[src/rtl/spi_slave_if.sv]
// Word-side and SPI-wire signals of the SPI slave, grouped so the slave and its
// surroundings connect through one port.
interface spi_slave_if #(
   parameter int W = 8
);
   logic [W-1:0] in;
   logic         get;
   logic         empty;
   logic [W-1:0] out;
   logic         put;
   logic         spi_cs_n;
   logic         spi_clock;
   logic         spi_mosi;
   logic         spi_miso;

   modport slave (
      input  in, empty, spi_cs_n, spi_clock, spi_mosi,
      output get, out, put, spi_miso
   );

   modport master (
      output in, empty, spi_cs_n, spi_clock, spi_mosi,
      input  get, out, put, spi_miso
   );
endinterface

[src/rtl/spi_slave.sv]
// Mode-0, MSB-first SPI slave oversampled by the system clock. Received words
// are published on out/put and transmit words are pulled from an upstream source.
module spi_slave #(
   parameter int           W    = 8,
   parameter logic [W-1:0] FILL = {W{1'b1}}
) (
   input logic        clock,
   input logic        reset_n,
   spi_slave_if.slave bus
);
   localparam int CW = $clog2(W);

   typedef enum logic {IDLE, SHIFT} state_t;

   state_t        r_state;
   logic          r_csS1, r_csS2, r_csPrev;
   logic          r_sckS1, r_sckS2, r_sckPrev;
   logic          r_mosiS1, r_mosiS2;
   logic [CW-1:0] r_count;
   logic          r_started;
   logic [W-1:0]  r_tx;
   logic [W-2:0]  r_rx;
   logic [W-1:0]  r_out;
   logic          r_get;
   logic          r_put;

   logic          w_csFall, w_csRise, w_sckRise, w_sckFall;
   logic [W-1:0]  w_rxNext;
   logic [W-1:0]  w_loadWord;
   logic          w_loadGet;

   // Two-flop synchronisers plus a third copy that serves as the edge reference.
   always_ff @(posedge clock or negedge reset_n) begin
      if (!reset_n) begin
         r_csS1    <= 1'b1;
         r_csS2    <= 1'b1;
         r_csPrev  <= 1'b1;
         r_sckS1   <= 1'b0;
         r_sckS2   <= 1'b0;
         r_sckPrev <= 1'b0;
         r_mosiS1  <= 1'b0;
         r_mosiS2  <= 1'b0;
      end else begin
         r_csS1    <= bus.spi_cs_n;
         r_csS2    <= r_csS1;
         r_csPrev  <= r_csS2;
         r_sckS1   <= bus.spi_clock;
         r_sckS2   <= r_sckS1;
         r_sckPrev <= r_sckS2;
         r_mosiS1  <= bus.spi_mosi;
         r_mosiS2  <= r_mosiS1;
      end
   end

   assign w_csFall   = r_csPrev & ~r_csS2;
   assign w_csRise   = ~r_csPrev & r_csS2;
   assign w_sckRise  = ~r_sckPrev & r_sckS2;
   assign w_sckFall  = r_sckPrev & ~r_sckS2;
   assign w_rxNext   = {r_rx, r_mosiS2};
   assign w_loadWord = bus.empty ? FILL : bus.in;
   assign w_loadGet  = ~bus.empty;

   // cs rising edge takes priority over everything, so a coincident sck edge never completes a word.
   always_ff @(posedge clock or negedge reset_n) begin
      if (!reset_n) begin
         r_state   <= IDLE;
         r_count   <= '0;
         r_started <= 1'b0;
         r_tx      <= '0;
         r_rx      <= '0;
         r_out     <= '0;
         r_get     <= 1'b0;
         r_put     <= 1'b0;
      end else begin
         r_get <= 1'b0;
         r_put <= 1'b0;
         if (w_csRise) begin
            r_state   <= IDLE;
            r_count   <= '0;
            r_started <= 1'b0;
         end else begin
            case (r_state)
               IDLE: begin
                  if (w_csFall) begin
                     r_tx      <= w_loadWord;
                     r_get     <= w_loadGet;
                     r_count   <= '0;
                     r_started <= 1'b0;
                     r_state   <= SHIFT;
                  end
               end
               SHIFT: begin
                  if (w_sckRise) begin
                     r_rx      <= w_rxNext[W-2:0];
                     r_started <= 1'b1;
                     if (r_count == CW'(W - 1)) begin
                        r_out   <= w_rxNext;
                        r_put   <= 1'b1;
                        r_count <= '0;
                     end else begin
                        r_count <= r_count + 1'b1;
                     end
                  end else if (w_sckFall) begin
                     // A zero count is a word boundary only once that word has seen a rising edge.
                     if (r_count != '0) begin
                        r_tx <= r_tx << 1;
                     end else if (r_started) begin
                        r_tx      <= w_loadWord;
                        r_get     <= w_loadGet;
                        r_started <= 1'b0;
                     end
                  end
               end
               default: r_state <= IDLE;
            endcase
         end
      end
   end

   assign bus.get      = r_get;
   assign bus.put      = r_put;
   assign bus.out      = r_out;
   assign bus.spi_miso = (r_state == SHIFT) ? r_tx[W-1] : 1'b1;
endmodule

[src/flat_wrapper.sv]
// flat-port wrapper written by rule: the top's interface ports become plain ports
module spi_slave_flat 
#(
   parameter int           W    = 8,
   parameter logic [W-1:0] FILL = {W{1'b1}}
)
  (clock, reset_n, bus_in, bus_empty, bus_spi_cs_n, bus_spi_clock, bus_spi_mosi, bus_get, bus_out, bus_put, bus_spi_miso);
  spi_slave_if #(.W(W)) bus_i ();
  input logic clock;
  input logic reset_n;
  input wire logic [$bits(bus_i.in)-1:0] bus_in;
  input wire logic [$bits(bus_i.empty)-1:0] bus_empty;
  input wire logic [$bits(bus_i.spi_cs_n)-1:0] bus_spi_cs_n;
  input wire logic [$bits(bus_i.spi_clock)-1:0] bus_spi_clock;
  input wire logic [$bits(bus_i.spi_mosi)-1:0] bus_spi_mosi;
  output wire logic [$bits(bus_i.get)-1:0] bus_get;
  output wire logic [$bits(bus_i.out)-1:0] bus_out;
  output wire logic [$bits(bus_i.put)-1:0] bus_put;
  output wire logic [$bits(bus_i.spi_miso)-1:0] bus_spi_miso;
  assign bus_i.in = bus_in;
  assign bus_i.empty = bus_empty;
  assign bus_i.spi_cs_n = bus_spi_cs_n;
  assign bus_i.spi_clock = bus_spi_clock;
  assign bus_i.spi_mosi = bus_spi_mosi;
  assign bus_get = bus_i.get;
  assign bus_out = bus_i.out;
  assign bus_put = bus_i.put;
  assign bus_spi_miso = bus_i.spi_miso;
  spi_slave #(.W(W), .FILL(FILL)) u_core (.clock(clock), .reset_n(reset_n), .bus(bus_i));
endmodule
[config.mk]
export PLATFORM = sky130hd
export DESIGN_NAME = spi_slave_flat
export DESIGN_NICKNAME = d
export VERILOG_FILES = /design/src/rtl/spi_slave_if.sv /design/src/rtl/spi_slave.sv /design/src/flat_wrapper.sv
export SDC_FILE = /design/constraint.sdc
export NUM_CORES = 1
export LEC_CHECK = 0
export BUFFER_PORTS_ARGS = -buffer_cell sky130_fd_sc_hd__buf_2
export CAP_MARGIN = 5
export CORE_MARGIN = 10
export CORE_UTILIZATION = 30
export DETAILED_ROUTE_END_ITERATION = 8
export GPL_TIMING_DRIVEN = 0
export HOLD_SLACK_MARGIN = 0.1
export SLEW_MARGIN = 10
export SYNTH_ARGS = -nofsm -noshare
export SYNTH_HDL_FRONTEND = slang
export SYNTH_SLANG_ARGS = --single-unit
[constraint.sdc]
create_clock -name clock -period 1.55 [get_ports clock]
set_clock_uncertainty 0.05 [all_clocks]
set_input_delay 0 -clock clock [delete_from_list [all_inputs] [get_ports clock]]
set_output_delay 0 -clock clock [all_outputs]
set_load 0.01 [all_outputs]
==> impl_metrics.csv, run 1 <==
group,metric,value,unit
yosys,synth_commonest_cells,"dfrtp_1, mux2_4, nor2_1, o21ai_1, nand3_1",
cts,cts.sinks,38,
global_routing,grt_max_degree,39,
yosys,synth-compound-area-share,0.0529,
power,seqPwrFrac,0.472,
yosys,synth_top_area_cell,"dfrtp_1",
floorplan,start_util,0.309,
floorplan,core_area,5510,sq um
timing,rsz0062_at_grt,"true",
cts,cts.path.max_buffers,2,
yosys,synth_edf_count,0,
cts,cts.htree.levels,2,
power,combPwrFrac,0.232,
yosys,synth_xor_xnor_area_share,0.00514,
placement,postPlaceCellArea,1910,sq um
placement,portBuffers,23,
drt,via_per_inst,4.39,
drt,drt_drc_violations_left,0,
final_layout,nFillCells,519,
power,power_switching,0.000748,W
cts,cts_tree,"built",
floorplan,ioPinCount,25,
drt,wl_per_cell,13.2,um
setup_path,arrival,1810,ps
yosys,synthTopCellsByArea,"dfrtp_1, mux2_4, dfstp_2",
global_routing,grt_pass1_vias,1278,
drt,ant_nets,0,
drt,drtIter0Drc,66,
status,outcome,"finished with violations",
timing,slew_headroom,0.449,
power,clockPowerShare,0.296,
global_routing,antenna_found_initial,0,
drt,num_vias,1115,
power,leakage,1.12,nW
yosys,synthesis.nets,149,
yosys,netlist_area,1700,sq um
timing,hold_violations,0,
placement,hpwl,2.03,mm
yosys,netlist_instances,130,
yosys,yosys.area_share.simple,0.113,
setup_path,crit_type,"flop to flop",
flow_run,maxCapViolCount,0,
timing,drv_slew,0,
timing,setup-violations-final,8,
placement,dp.cells,225,
cts,cts_buffers,5,
setup_path,crit_fanout,8,
timing,hold_slack,289,ps
placement,globalplace.congestion,0.721,
floorplan,die_area,9090,sq um
power,irDropWorstVdd,0.000521,V
yosys,synth_top_area_frac,0.514,
setup_path,required,1680,ps
final_layout,drive_gt1_frac,0.440,
yosys,yosys.cell_types.count,29,
floorplan,die_x,95.3,um
power,intPower,0.00209,W
yosys,synth_fa_ha_area_frac,0.0367,
floorplan,rows,27,
yosys,synth.avg_cell_area,13.1,sq um
timing,fin_crit,1690,ps
final_layout,area_growth,34.1,%
drt,firstDrtPassIters,4,
final_layout,fin_area,2280,sq um
yosys,post-synth-top-count-cell,"dfrtp_1",
setup_path,cp-start-kind,"flop",
timing,fin_crit_sh,1.09,
yosys,synth-seq-cells,38,
yosys,synth.mux.area_fraction,0.187,
status,violations,"setup timing",
global_routing,grt_pass1_wl,6.04,mm
final_layout,stdcell_count,254,
timing,tightestPinTransition,826,ps
final_layout,nets,200,
global_routing,grtUsageTotal,0.0831,
power,powerDensity,1240,nW/um^2
final_layout,diodes,0,
cts,clkTransAtPathRegs,80,ps
global_routing,grt.overflow.total,0,
placement,pre_cts_ws,-123,ps
setup_path,end_kind,"flop",
timing,fmax,593,MHz
yosys,ys_warn_count,0,
yosys,ys_async_sr_fraction,1.00,
power,p_sw_frac,0.264,
yosys,synth_top_family_by_area,"multiplexers",
yosys,synth-seq-area-share,0.561,
cts,clk_latency,290,ps
yosys,synthFlopType,"dfrtp_1",
drt,wirelength,3.36,mm
floorplan,die_y,95.3,um
cts,cts_root_buf,"clkbuf_8",
hold_path,min_path_type,"primary input to asynchronous set/reset pin",
timing,fin_ws,-137,ps
metrics by stage:
| stage | TNS (ps) | util | total power [W] |
|---|---|---|---|
| floorplan | 0 | - | 0.00177 |
| global placement | -1080 | 0.347 | 0.00190 |
| detailed placement | -1400 | 0.347 | 0.00192 |
| CTS | -852 | 0.406 | 0.00284 |
| global route | -1810 | 0.415 | 0.00303 |
| finish | -1040 | 0.415 | 0.00283 |
what timing repair did:
action                                  4_1_cts  5_1_grt
gates cloned                                  2        0
hold buffers                                 13        0
endpoints found under the setup margin       17       19
endpoints found under the hold margin        47        0
buffers inserted                              4        2
resized for setup                             8        9
pin swaps                                     2        5
logic make-up (layout without fill, tap and decap cells):
logic type	count (synthesis)	in the layout
compound gates	15	15
xor+xnor	1	1
fa+ha+maj	5	5
buf+inv	13	64
flops	38	38
mux	23	23
simple gates	35	36
routing by layer:
| metal | share of wire | GRT usage |
|---|---|---|
| met3 | 0.054 | 0.0338 |
| met1 | 0.46 | 0.101 |
| met2 | 0.47 | 0.129 |
| met5 | 0 | 0 |
| met4 | 0.016 | 0.0324 |
cells in the final DEF, fill, tap and decap left out, drive strengths merged:
| master | Yosys | routed |
|---|---|---|
| xnor2 | 1 | 1 |
| dfrtp | 35 | 35 |
| bufinv | 0 | 1 |
| clkbuf | 1 | 6 |
| nand3 | 7 | 7 |
| ha | 5 | 5 |
| a31oi | 1 | 1 |
| dfstp | 3 | 3 |
| mux2 | 23 | 23 |
| dlygate4sd3 | 0 | 13 |
| buf | 6 | 36 |
| inv | 6 | 6 |
| a41oi | 1 | 1 |
| clkinvlp | 0 | 2 |
| nand2 | 4 | 5 |
| a22o | 2 | 2 |
| nand2b | 5 | 5 |
| nor2b | 3 | 3 |
| and2 | 1 | 1 |
| a21oi | 1 | 1 |
| o21ai | 9 | 9 |
| a211oi | 1 | 1 |
| nor3 | 1 | 1 |
| nor2 | 14 | 14 |
power groups by stage:
stage / logic [W] / clock network, W / registers, W
floorplan: 0.000457 / 0 / 0.00132
global placement: 0.000557 / 0 / 0.00134
detailed placement: 0.000570 / 0 / 0.00135
CTS: 0.000640 / 0.000862 / 0.00133
global route: 0.000735 / 0.000924 / 0.00137
finish: 0.000658 / 0.000838 / 0.00134
flip-flops by register name, indices dropped and copies added (netlist names):
register / flops
u_core.bus.out: 8
u_core.r_tx: 8
u_core.r_rx: 7
u_core.r_count: 3
u_core.bus.get: 1
u_core.bus.put: 1
u_core.r_csPrev: 1
u_core.r_csS1: 1
u_core.r_csS2: 1
u_core.r_mosiS1: 1
u_core.r_mosiS2: 1
u_core.r_sckPrev: 1
u_core.r_sckS1: 1
u_core.r_sckS2: 1
u_core.r_started: 1
u_core.r_state: 1
worst max-delay path: stages (launching register included):
cell and delay, ps:
dfrtp_1 430, inv_1 70, ha_2 160, nor2b_4 140
o21ai_2 60, a22o_1 200, buf_6 160, mux2_4 300
final cells by class:
class,instances,area (sq um),share of cell area
buffer,7,61.3,0.0268
clock buffer,5,68.8,0.0301
clock inverter,3,45.0,0.0197
inverter,6,22.5,0.00986
multi-input combinational,80,742,0.325
sequential,38,955,0.418
tap,72,90.1,0.0395
timing repair buffer,43,299,0.131
path summary, 6_finish.rpt:
check | from | slack, ps | endpoint | cells after the start
min in group clock | bus_spi_mosi | 300 | u_core.r_mosiS1 | 2
worst min register to register | u_core.r_mosiS1 | 300 | u_core.r_mosiS2 | 0
worst min-delay path | reset_n | 290 | u_core.bus.out[3] | 2
worst max-delay path | u_core.r_sckS2 | -140 | u_core.r_tx[4] | 7
worst max register to register | u_core.r_sckS2 | -140 | u_core.r_tx[4] | 7
max in group asynchronous | reset_n | 640 | u_core.r_rx[2] | 2
Power figures use the tool's default switching activity.
==> run 2, diff against run 1 <==
--- a/config.mk
+++ b/config.mk
@@ -5,13 +5,14 @@
 export SDC_FILE = /design/constraint.sdc
 export NUM_CORES = 1
 export LEC_CHECK = 0
-export BUFFER_PORTS_ARGS = -buffer_cell sky130_fd_sc_hd__buf_2
 export CAP_MARGIN = 5
-export CORE_MARGIN = 10
-export CORE_UTILIZATION = 30
+export CORE_MARGIN = 2
+export CORE_UTILIZATION = 55
 export DETAILED_ROUTE_END_ITERATION = 8
+export DONT_BUFFER_PORTS = 1
 export GPL_TIMING_DRIVEN = 0
 export HOLD_SLACK_MARGIN = 0.1
+export PLACE_DENSITY = 0.73
 export SLEW_MARGIN = 10
 export SYNTH_ARGS = -nofsm -noshare
 export SYNTH_HDL_FRONTEND = slang
==> run 2 against run 1 <==
  * The run still ends with setup timing left
  * Sequential power about the same
  * Non-clock buffer count down 23
  * Register-to-register slack better by 60 ps
  * Die area down 61%
  * Count of clock-buffer cells in the layout rose by 1
  * Maximum frequency increased by 3.6%
==> impl_metrics.csv, run 2 (synthesis gave the netlist of run 1 again) <==
group,metric,value,unit
cts,cts_buffers,5,
power,leakage,1.01,nW
global_routing,grt.overflow.total,0,
setup_path,required,1740,ps
global_routing,grtUsageTotal,0.174,
floorplan,ioPinCount,25,
power,combPwrFrac,0.258,
cts,cts.path.max_buffers,2,
timing,hold_slack,138,ps
cts,clk_latency,350,ps
setup_path,crit_buf_inv,2,
drt,via_per_inst,5.33,
floorplan,core_area,3000,sq um
cts,cts_root_buf,"clkbuf_4",
global_routing,antenna_found_initial,0,
setup_path,end_kind,"flop",
timing,hold_violations,0,
drt,firstDrtPassIters,4,
setup_path,cp_top_family,"adder cells",
floorplan,rows,20,
power,power_switching,0.000693,W
setup_path,cp-start-kind,"flop",
drt,drtIter0Drc,54,
power,powerDensity,1200,nW/um^2
setup_path,crit_fanout,5,
floorplan,die_area,3560,sq um
setup_path,crit_type,"flop to flop",
hold_path,min_path_type,"primary input to flop",
cts,cts_tree,"built",
cts,cts.htree.levels,2,
placement,dp.cells,163,
global_routing,grt_max_degree,39,
placement,portBuffers,0,
cts,cts.sinks,38,
drt,drt_drc_violations_left,0,
timing,tightestPinTransition,336,ps
final_layout,diodes,0,
timing,fmax,614,MHz
power,intPower,0.00177,W
timing,fin_crit_sh,1.05,
floorplan,start_util,0.567,
cts,clkTransAtPathRegs,100,ps
final_layout,stdcell_count,192,
timing,setup-violations-final,16,
setup_path,crit_top_cell,"buf_4",
power,seqPwrFrac,0.544,
status,violations,"setup timing",
placement,pre_cts_ws,-97.3,ps
final_layout,final_util,0.683,
power,irDropWorstVdd,0.000726,V
timing,fin_ws,-77.4,ps
final_layout,area_growth,20.5,%
timing,drv_slew,0,
timing,rsz0062_at_grt,"true",
power,p_sw_frac,0.282,
global_routing,grt_pass1_wl,4.46,mm
timing,slew_headroom,0.775,
placement,hpwl,1.68,mm
power,clockPowerShare,0.198,
drt,wirelength,2.82,mm
final_layout,nets,177,
drt,num_vias,1023,
global_routing,grt_pass1_vias,986,
final_layout,drive_gt1_frac,0.340,
setup_path,arrival,1810,ps
placement,globalplace.congestion,0.733,
floorplan,die_y,59.6,um
final_layout,final_common_cell,"dfrtp_1",
flow_run,maxCapViolCount,0,
status,outcome,"finished with violations",
setup_path,crit_chain,"buf_4 -> buf_4 -> ha_1 -> ha_4 -> nand2_8 -> mux2_4",
floorplan,die_x,59.6,um
final_layout,nFillCells,208,
setup_path,cpMaxStageDelayCell,"dfrtp_1",
setup_path,max_stage_delay,400,ps
drt,ant_nets,0,
final_layout,final_cell_mix,"dfrtp_1, mux2_4, nor2_1, dlygate4sd3_1, o21ai_1",
drt,wl_per_cell,14.7,um
timing,fin_crit,1630,ps
## run 2: cell types whose count changed in the layout (fill, tap and decap cells not counted), moves of 2 or more
cell / before / now
clkbuf_4: 0 / 5
clkbuf_8: 5 / 0
buf_2: 24 / 0
clkinvlp_4: 2 / 0
clkinv_2: 0 / 2
## run 2: routing by layer
layer	up-vias	share of wire	wire [um]	track usage
met1	505	0.46	1300	0.228
met2	20	0.48	1350	0.258
met3	5	0.040	112	0.0655
li1	493	-	-	-
met4	0	0.018	52	0.0762
met5	-	0	0	0
## run 2: timing repair
| item | CTS | global route |
|---|---|---|
| hold buffers | 15 | 0 |
| buffers inserted | 2 | 2 |
| resized for setup | 1 | 12 |
| endpoints found under the hold margin | 50 | 0 |
| pin swaps | 0 | 3 |
| setup endpoints to repair | 16 | 26 |
| cloned | 0 | 2 |
## run 2: layout make-up
| cell class | count | area [sq um] | share of cell area |
|---|---|---|---|
| buffer | 7 | 57.6 | 0.0280 |
| clock buffer | 6 | 41.3 | 0.0201 |
| clock inverter | 2 | 10.0 | 0.00488 |
| inverter | 6 | 22.5 | 0.0110 |
| multi-input combinational | 80 | 727 | 0.354 |
| sequential | 38 | 955 | 0.465 |
| tap | 33 | 41.3 | 0.0201 |
| timing repair buffer | 20 | 198 | 0.0963 |
## run 2: worst paths after layout
kind	slack [ps]	depth (start not counted)	end	startpoint
max	-80	6	u_core.bus.out[1]	u_core.r_count[0]
max reg2reg	-80	6	u_core.bus.out[1]	u_core.r_count[0]
min reg2reg	310	0	u_core.r_sckS2	u_core.r_sckS1
max in group asynchronous	610	3	u_core.r_csS1	reset_n
min	140	1	u_core.r_csS1	bus_spi_cs_n
min in group asynchronous	570	3	u_core.bus.out[4]	reset_n
## run 2: power groups by stage
stage,Combinational [W],Sequential (W),Clock (W)
finish,0.000636,0.00134,0.000487
CTS,0.000596,0.00134,0.000509
detailed placement,0.000515,0.00136,0
global route,0.000704,0.00137,0.000558
global placement,0.000496,0.00134,0
floorplan,0.000457,0.00132,0
## run 2: metrics by stage
step | power [W] | TNS [ps] | area (sq um)
floorplan | 0.00177 | 0 | 1710
global placement | 0.00184 | -769 | 1750
detailed placement | 0.00187 | -1100 | 1750
CTS | 0.00244 | -1060 | 1980
global route | 0.00263 | -2520 | 2050
finish | 0.00246 | -1060 | 2050
==> run 3, diff against run 2 <==
--- a/config.mk
+++ b/config.mk
@@ -12,6 +12,7 @@
 export DONT_BUFFER_PORTS = 1
 export GPL_TIMING_DRIVEN = 0
 export HOLD_SLACK_MARGIN = 0.1
+export MAX_ROUTING_LAYER = met4
 export PLACE_DENSITY = 0.73
 export SLEW_MARGIN = 10
 export SYNTH_ARGS = -nofsm -noshare
==> run 3 against run 2 <==
  * The run still ends with setup timing left
  * Combinational power about the same
  * Sequential cell count did not move
  * Sequential power is essentially flat
  * Design area shrank 0.37%
  * Die area unchanged
  * Via count up 0.39%
  * Core utilization decreased by 0.25 points
==> impl_metrics.csv, run 3 (synthesis gave the netlist of run 1 again) <==
group,metric,value,unit
final_layout,nFillCells,210,
drt,top_layer,"met4",
drt,num_vias,1027,
timing,fin_crit,1620,ps
drt,drt_drc_violations_left,0,
power,powerDensity,1200,nW/um^2
power,fin_total_pwr,0.00246,W
cts,cts.path.max_buffers,2,
timing,fin_setup_tns,-956,ps
final_layout,diodes,0,
global_routing,grt.overflow.total,0,
drt,wirelength,2.73,mm
flow_run,maxCapViolCount,0,
timing,fmax,616,MHz
global_routing,grt_max_degree,39,
floorplan,die_y,59.6,um
timing,fin_ws,-73.3,ps
timing,drv_slew,0,
final_layout,drive_gt1_frac,0.335,
cts,clk_latency,340,ps
setup_path,end_kind,"flop",
drt,drt-met1-wl,1.23,mm
placement,pre_cts_ws,-97.3,ps
global_routing,antenna_found_initial,0,
power,leakage,1.00,nW
drt,ant_nets,0,
floorplan,die_x,59.6,um
final_layout,nets,176,
global_routing,grt_pass1_wl,4.46,mm
floorplan,start_util,0.567,
floorplan,ioPinCount,25,
cts,clkTransAtPathRegs,100,ps
setup_path,required,1730,ps
drt,firstDrtPassIters,4,
timing,setup-violations-final,17,
drt,drtIter0Drc,50,
global_routing,grtUsageTotal,0.179,
timing,hold_violations,0,
setup_path,cp-start-kind,"flop",
timing,slew_headroom,0.778,
placement,postPlaceCellArea,1750,sq um
final_layout,area_growth,20.1,%
placement,portBuffers,0,
final_layout,final_util,0.681,
power,irDropWorstVdd,0.000727,V
final_layout,fin_area,2040,sq um
cts,cts.sinks,38,
cts,cts_root_buf,"clkbuf_4",
status,outcome,"finished with violations",
global_routing,grt_pass1_vias,987,
cts,cts.htree.levels,2,
setup_path,crit_fanout,5,
placement,globalplace.congestion,0.742,
drt,via_per_inst,5.38,
setup_path,crit_type,"flop to flop",
drt,wl_met3,137,um
cts,cts_tree,"built",
timing,fin_crit_sh,1.05,
floorplan,core_area,3000,sq um
drt,dr_wl_met2,1.31,mm
floorplan,die_area,3560,sq um
timing,tightestPinTransition,331,ps
timing,rsz0062_at_grt,"true",
floorplan,rows,20,
setup_path,arrival,1810,ps
hold_path,min_path_type,"primary input to flop",
placement,hpwl,1.68,mm
drt,wl_per_cell,14.3,um
status,violations,"setup timing",
final_layout,final_common_cell,"dfrtp_1",
final_layout,final_cell_mix,"dfrtp_1, mux2_4, nor2_1, dlygate4sd3_1, o21ai_1",
cts,cts_buffers,5,
==> run 3: cell types whose count changed in the layout (fill, tap and decap cells not counted) <==
cell / delta
buf_4: -2
clkbuf_4: +1
==> run 3: area by class of cell <==
cell class,instances,area [sq um],area share
Buffer,7,57.6,0.0282
Clock buffer,6,41.3,0.0202
Clock inverter,2,10.0,0.00490
Inverter,6,22.5,0.0110
Multi-Input combinational cell,80,727,0.356
Sequential cell,38,955,0.467
Tap cell,33,41.3,0.0202
Timing Repair Buffer,19,190,0.0930
==> run 3: through the flow <==
step | std cells | hold WS [ps]
after floorplan | 130 | -346
after global placement | 163 | -345
after detailed placement | 163 | -345
after CTS | 188 | 119
after global routing | 191 | 128
final | 191 | 139
==> run 3: metal layers <==
layer,vias to the layer above,GRT usage
met5,-,-
met4,0,0.0762
met3,5,0.0655
met2,28,0.258
met1,506,0.228
li1,488,-
==> run 3: what timing repair did <==
action,4_1_cts,5_1_grt
cloned,0,2
hold buffers,15,0
endpoints found under the setup margin,16,26
buffers inserted,2,1
endpoints found under the hold margin,50,0
pin swaps,0,3
gates resized for setup,1,12
==> run 3: path summary, 6_finish.rpt <==
kind | slack (ps) | depth (start not counted) | start | end
max | -70 | 6 | u_core.r_count[0] | u_core.bus.out[1]
min | 140 | 1 | bus_spi_cs_n | u_core.r_csS1
max reg2reg | -70 | 6 | u_core.r_count[0] | u_core.bus.out[1]
min reg2reg | 310 | 0 | u_core.r_sckS1 | u_core.r_sckS2
max in group asynchronous | 610 | 3 | reset_n | u_core.r_csS1
min in group asynchronous | 580 | 3 | reset_n | u_core.bus.out[4]
==> run 3: where the power goes <==
part | leakage (nW) | total, W | internal [W] | switching, W
Combinational | 0.499 | 0.000634 | 0.000390 | 0.000244
Clock | 0.0320 | 0.000480 | 0.000173 | 0.000307
Sequential | 0.470 | 0.00134 | 0.00121 | 0.000138
==> run 3: critical path: stages, from the launching register on <==
cell and delay, ps:
dfrtp_1 400, buf_4 130, buf_4 120, ha_1 220
ha_4 200, nand2_8 100, mux2_4 300
